File: config.mk
export PLATFORM = sky130hd
export DESIGN_NAME = fpu_result_packer
export DESIGN_NICKNAME = d
export VERILOG_FILES = /design/src/rtl/fpu_result_packer.sv
export SDC_FILE = /design/constraint.sdc
export NUM_CORES = 1
export LEC_CHECK = 0
export BUFFER_PORTS_ARGS = -buffer_cell sky130_fd_sc_hd__buf_4
export CORE_MARGIN = 2
export CORE_UTILIZATION = 35
export CTS_CLUSTER_DIAMETER = 200
export DETAILED_ROUTE_END_ITERATION = 10
export HOLD_SLACK_MARGIN = 0.08
export PLACE_DENSITY = 0.69
export RECOVER_POWER = 100
export SYNTH_ARGS = -nofsm -noshare
export SYNTH_HDL_FRONTEND = slang
export SYNTH_SLANG_ARGS = --single-unit
File: constraint.sdc
create_clock -name clk -period 1.86 [get_ports clk]
set_clock_uncertainty 0.1 [all_clocks]
set_input_delay 0.279 -clock clk [delete_from_list [all_inputs] [get_ports clk]]
set_output_delay 0.279 -clock clk [all_outputs]
set_load 0.1 [all_outputs]
File: src/rtl/fpu_result_packer.sv
// fpu_result_packer: final FPU stage, packs IEEE-754 single words and
// status flags behind a registered valid/ready port with a 1-entry skid.
//
// Ports:
//   clk, reset                     clock, synchronous active-high reset
//   in_valid / in_ready            upstream handshake (in_ready registered)
//   sign, rounding_mode            sign, 0 = nearest-even / 1 = toward zero
//   special_select                 00 normal, 01 zero, 10 inf, 11 NaN
//   invalid_in, inexact_in         upstream exception info
//   result_exponent                10-bit two's-complement biased exponent
//   result_fraction                xx.30 fraction, bit 30 = hidden bit
//   out_valid / out_ready          downstream handshake
//   result, flag_*                 packed word and status flags
//
// Optional macro FPU_FLUSH_TO_ZERO_EN: subnormal results flush to signed
// zero with underflow and inexact raised.

module fpu_result_packer #(
  parameter logic [31:0] QNAN_PATTERN = 32'h7FC0_0000,
  parameter int          MAX_EXP      = 254
) (
  input  logic        clk,
  input  logic        reset,
  input  logic        in_valid,
  output logic        in_ready,
  input  logic        sign,
  input  logic        rounding_mode,
  input  logic [1:0]  special_select,
  input  logic        invalid_in,
  input  logic        inexact_in,
  input  logic [9:0]  result_exponent,
  input  logic [31:0] result_fraction,
  output logic        out_valid,
  input  logic        out_ready,
  output logic [31:0] result,
  output logic        flag_overflow,
  output logic        flag_underflow,
  output logic        flag_inexact,
  output logic        flag_invalid
);

  typedef struct packed {
    logic [31:0] word;
    logic        ovf;
    logic        unf;
    logic        inx;
    logic        inv;
  } pack_t;

  localparam logic signed [9:0] MAX_E = 10'(MAX_EXP);

  logic signed [9:0] e;
  logic              h;
  logic [22:0]       m;
  pack_t             pk;
  pack_t             out_q;
  pack_t             skid_q;
  logic              skid_full;
  logic              accept;
  logic              unused_bits;

  assign e = $signed(result_exponent);
  assign h = result_fraction[30];
  assign m = result_fraction[29:7];

  // Bit 31 never arrives set; low bits were consumed by rounding.
  assign unused_bits = ^{result_fraction[31], result_fraction[6:0]};

  always_comb begin
    pk = '0;
    unique case (special_select)
      2'b11: begin
        pk.word = QNAN_PATTERN;
        pk.inv  = invalid_in;
      end
      2'b10: pk.word = {sign, 8'hFF, 23'h0};
      2'b01: pk.word = {sign, 31'h0};
      default: begin
        if (!h) begin
`ifdef FPU_FLUSH_TO_ZERO_EN
          pk.word = {sign, 31'h0};
          if (m != '0) begin
            pk.unf = 1'b1;
            pk.inx = 1'b1;
          end else begin
            pk.inx = inexact_in;
          end
`else
          pk.word = {sign, 8'h00, m};
          pk.unf  = inexact_in & (m != '0);
          pk.inx  = inexact_in;
`endif
        end else if (e > MAX_E) begin
          // Toward-zero saturates to max finite instead of infinity.
          pk.word = rounding_mode ? {sign, 8'hFE, 23'h7FFFFF}
                                  : {sign, 8'hFF, 23'h0};
          pk.ovf  = 1'b1;
          pk.inx  = 1'b1;
        end else if (e >= 10'sd1) begin
          pk.word = {sign, e[7:0], m};
          pk.inx  = inexact_in;
        end else begin
          // Normalized fraction with non-positive exponent: defensive zero.
          pk.word = {sign, 31'h0};
          pk.unf  = 1'b1;
          pk.inx  = 1'b1;
        end
      end
    endcase
  end

  assign accept = in_valid & in_ready;

  always_ff @(posedge clk) begin
    if (reset) begin
      out_valid <= 1'b0;
      in_ready  <= 1'b1;
      skid_full <= 1'b0;
      out_q     <= '0;
      skid_q    <= '0;
    end else if (skid_full) begin
      // Output is necessarily valid here; refill it from the skid.
      if (out_ready) begin
        out_q     <= skid_q;
        skid_full <= 1'b0;
        in_ready  <= 1'b1;
      end
    end else if (accept) begin
      if (!out_valid || out_ready) begin
        out_q     <= pk;
        out_valid <= 1'b1;
      end else begin
        skid_q    <= pk;
        skid_full <= 1'b1;
        in_ready  <= 1'b0;
      end
    end else if (out_ready) begin
      out_valid <= 1'b0;
    end
  end

  assign result         = out_q.word;
  assign flag_overflow  = out_q.ovf;
  assign flag_underflow = out_q.unf;
  assign flag_inexact   = out_q.inx;
  assign flag_invalid   = out_q.inv;

endmodule

==> flow_summary_export.csv <==
group,metric,value,unit
outcome,status,"finished, final reports clean",
synthesis,syn_nets,422,
detailed_routing,ant_nets,0,
sta,maxSlewViolCount,0,
synthesis,synthMuxAreaShare,0.619,%
power_and_ir_drop,p_switching,1.52,mW
synthesis,synth_area_leader_cell,"dfxtp_1",
floorplan,core_area,9110,um^2
critical_path,crit_type,"primary input to flop",
synthesis,ys.warnings.count,0,
cells_and_area,antenna_cells,0,
clock_tree,clk_pin_slew,0.09,ns
detailed_routing,dr.pass1.iters,5,
sta,worst_pin_slew,0.568,ns
floorplan,die_x,100,um
cells_and_area,fillers,903,
placement,io_buffers,81,
floorplan,die_h,100,um
synthesis,synthCells,370,
detailed_routing,wl_per_cell,16.2,um
clock_tree,clockBufferDepth,2,
power_and_ir_drop,cellPowerDensity,890,nW/um^2
power_and_ir_drop,swShare,38.0,%
detailed_routing,drtIter0Drc,187,
flow_run,drv_cap,0,
critical_path,crit_required,2.02,ns
cells_and_area,postLayoutCoreUtil,49.2,%
cells_and_area,area_delta_synth_final,38.6,%
hold_path,min_path_type,"primary input to flop",
critical_path,path_cells,"clkbuf_4 > or4_4 > o41ai_4 > o21ai_2 > nor2b_4 > buf_12 > a221o_1",
critical_path,crit_path_start_kind,"primary input",
floorplan,io_pins,90,
synthesis,netlist.area_leader.share,46.4,%
clock_tree,htreeDepth,3,
cells_and_area,mostFrequentLayoutCell,"dfxtp_1",
sta,fin_crit,1.80,ns
placement,hpwl,6490,um
synthesis,ys_seq_area_share,46.4,%
critical_path,r2r_cells,5,
clock_tree,cts_tree,"yes",
cells_and_area,mostFrequentLayoutCells,"dfxtp_1 (72), buf_4 (64), nand2_1 (42)",
detailed_routing,drc,0,
cells_and_area,design_area,4480,um^2
clock_tree,clock-root-buffer,"clkbuf_8",
synthesis,synth_seq_cells,75,
detailed_routing,viasPerCell,5.61,
synthesis,synth_top_flop_cell,"dfxtp_1",
synthesis,synthSimpleGateAreaFrac,20.0,%
detailed_routing,via_count,3353,
clock_tree,clock_latency,0.35,ns
critical_path,crit_slowest_cell,"or4_4",
synthesis,synth-xor-area-share,0.271,%
global_route,grt_pass1_wl,15400,um
global_route,groute.usage.overall,19.1,%
critical_path,path_max_fanout,11,
power_and_ir_drop,p_int,2.47,mW
critical_path,cp.arrival,1.96,ns
cells_and_area,register_area,1510,um^2
synthesis,ys_top_cells_by_area,"dfxtp_1 (46%), a221o_1 (7.1%), a311oi_1 (6.0%)",
synthesis,synth.cell_area,3230,um^2
power_and_ir_drop,clockPowerShare,29.5,%
global_route,grt_max_degree,51,
placement,place_congestion,0.804,
synthesis,synth-edff-count,0,
cells_and_area,final_nets,534,
critical_path,critPathMaxStageDelay,0.54,ns
floorplan,rows,35,
synthesis,syn_avg_cell_area,8.74,um^2
sta,fin_crit_sh,96.7,%
cells_and_area,multiInputGateArea,1620,um^2
global_route,antenna_found_initial,0,
cells_and_area,layout-drive-gt1-share,30.0,%
global_route,grt_pass1_vias,3174,
power_and_ir_drop,p_comb_share,27.2,%
power_and_ir_drop,p_leak,1.75,nW
synthesis,synth_fa_ha_area_share,0,%
synthesis,synthArstFlopShare,0,%
power_and_ir_drop,seqPwrFrac,43.3,%
floorplan,die-area,10000,um^2
floorplan,start_util,35.5,%
sta,fmax,556,MHz
global_route,grt_remaining_overflow,0,
sta,finalHoldViolations,0,
synthesis,ys_types,44,
critical_path,crit_path_end_kind,"flop",
detailed_routing,finalWirelength,9710,um
synthesis,synth_top_family_by_area,"compound AO/OA/AOI/OAI gates",
placement,placed_cell_area,4130,um^2
synthesis,synth_compound_area_share,27.4,%
power_and_ir_drop,ir_drop,0.374,mV
clock_tree,numCtsBuffers,9,
sta,relSlewSlack,62.3,%
clock_tree,clock_sinks,75,
hold_path,worstHoldPathCells,2,
sta,setup_viol,0,
==> critical path, delay by kind of cell <==
family                 cells  cell delay [ns]
buffers and inverters      2             0.25
AND/OR/NAND/NOR            2             0.69
AO/OA/AOI/OAI              3             0.73
==> sequential cells by signal, summed over array words and instances (netlist names) <==
name,flops
result,32
in_ready,1
flag_inexact,1
out_valid,1
flag_overflow,1
flag_underflow,1
flag_invalid,1
skid_q,36
skid_full,1
==> cell usage after synthesis, types with 3 or more instances <==
master / instances
dfxtp_1: 75
nand2_1: 43
nor2_1: 39
clkbuf_1: 27
a221o_1: 23
nand3_1: 23
a311oi_1: 22
a21oi_1: 21
o21ai_0: 13
a221oi_1: 12
inv_1: 8
nor3_1: 8
a211oi_1: 7
nor4_1: 5
and2_1: 3
buf_1: 3
nand4_1: 3
o21bai_1: 3
==> power by group through the flow <==
stage / logic [mW] / registers (mW) / clock network [mW]
after detailed placement: 1.08 / 1.77 / 0
after floorplan: 0.262 / 2.25 / 0
after global routing: 1.14 / 1.74 / 1.27
final: 1.08 / 1.73 / 1.18
after CTS: 1.11 / 1.73 / 1.19
after global placement: 1.07 / 1.76 / 0
==> layout make-up <==
class | count | share of cell area (%)
Multi-Input combinational cell | 255 | 36.2
Sequential cell | 75 | 33.7
Timing Repair Buffer | 133 | 22.3
Tap cell | 111 | 3.10
Clock buffer | 9 | 2.76
Clock inverter | 7 | 1.26
Inverter | 8 | 0.670
==> final timing paths <==
check / startpoint / slack (ns) / end
setup / recovery: result_exponent[6] / 0.06 / skid_q[10]
hold / removal: result_fraction[13] / 0.10 / skid_q[10]
setup reg to reg: skid_full / 0.09 / skid_q[17]
hold reg to reg: skid_q[35] / 0.36 / skid_q[35]
==> cells by family (layout without fill, tap and decap cells) <==
group	Yosys count	in the layout
buffers and inverters	41	157
AND/OR/NAND/NOR	138	139
XOR/XNOR	1	1
flip-flops	75	75
AO/OA/AOI/OAI	113	113
multiplexers	2	2
==> metal layers <==
metal  part of all wire, %  GRT usage, %  up-vias  routed length (um)
li1                      -             -     1618                   -
met4                   1.8          8.85        0                 172
met5                     0             0        -                   0
met3                   6.4          4.67       16                 623
met1                    44          24.9     1588                4230
met2                    48          29.9      131                4680
==> timing repair <==
item | CTS | global route
resized for setup | 2 | 7
buffers inserted | 0 | 2
endpoints found under the setup margin | 11 | 55
hold buffers | 20 | 1
gates cloned | 0 | 1
endpoints found under the hold margin | 20 | 1
pin swaps | 0 | 2
==> stage by stage <==
stage | setup slack, ns | setup TNS (ns) | total power [mW] | hold WS (ns) | std cells
5_1_grt | -0.0168 | -0.0168 | 4.15 | 0.0848 | 598
3_5_place_dp | -0.321 | -11.29 | 2.84 | 0.350 | 558
6_report | 0.0605 | 0 | 3.99 | 0.103 | 598
4_1_cts | 0.0165 | 0 | 4.04 | 0.0838 | 594
2_1_floorplan | -0.174 | -4.17 | 2.51 | 0.313 | 370
3_3_place_gp | -0.305 | -10.07 | 2.83 | 0.341 | 558
Power figures use the tool's default switching activity.
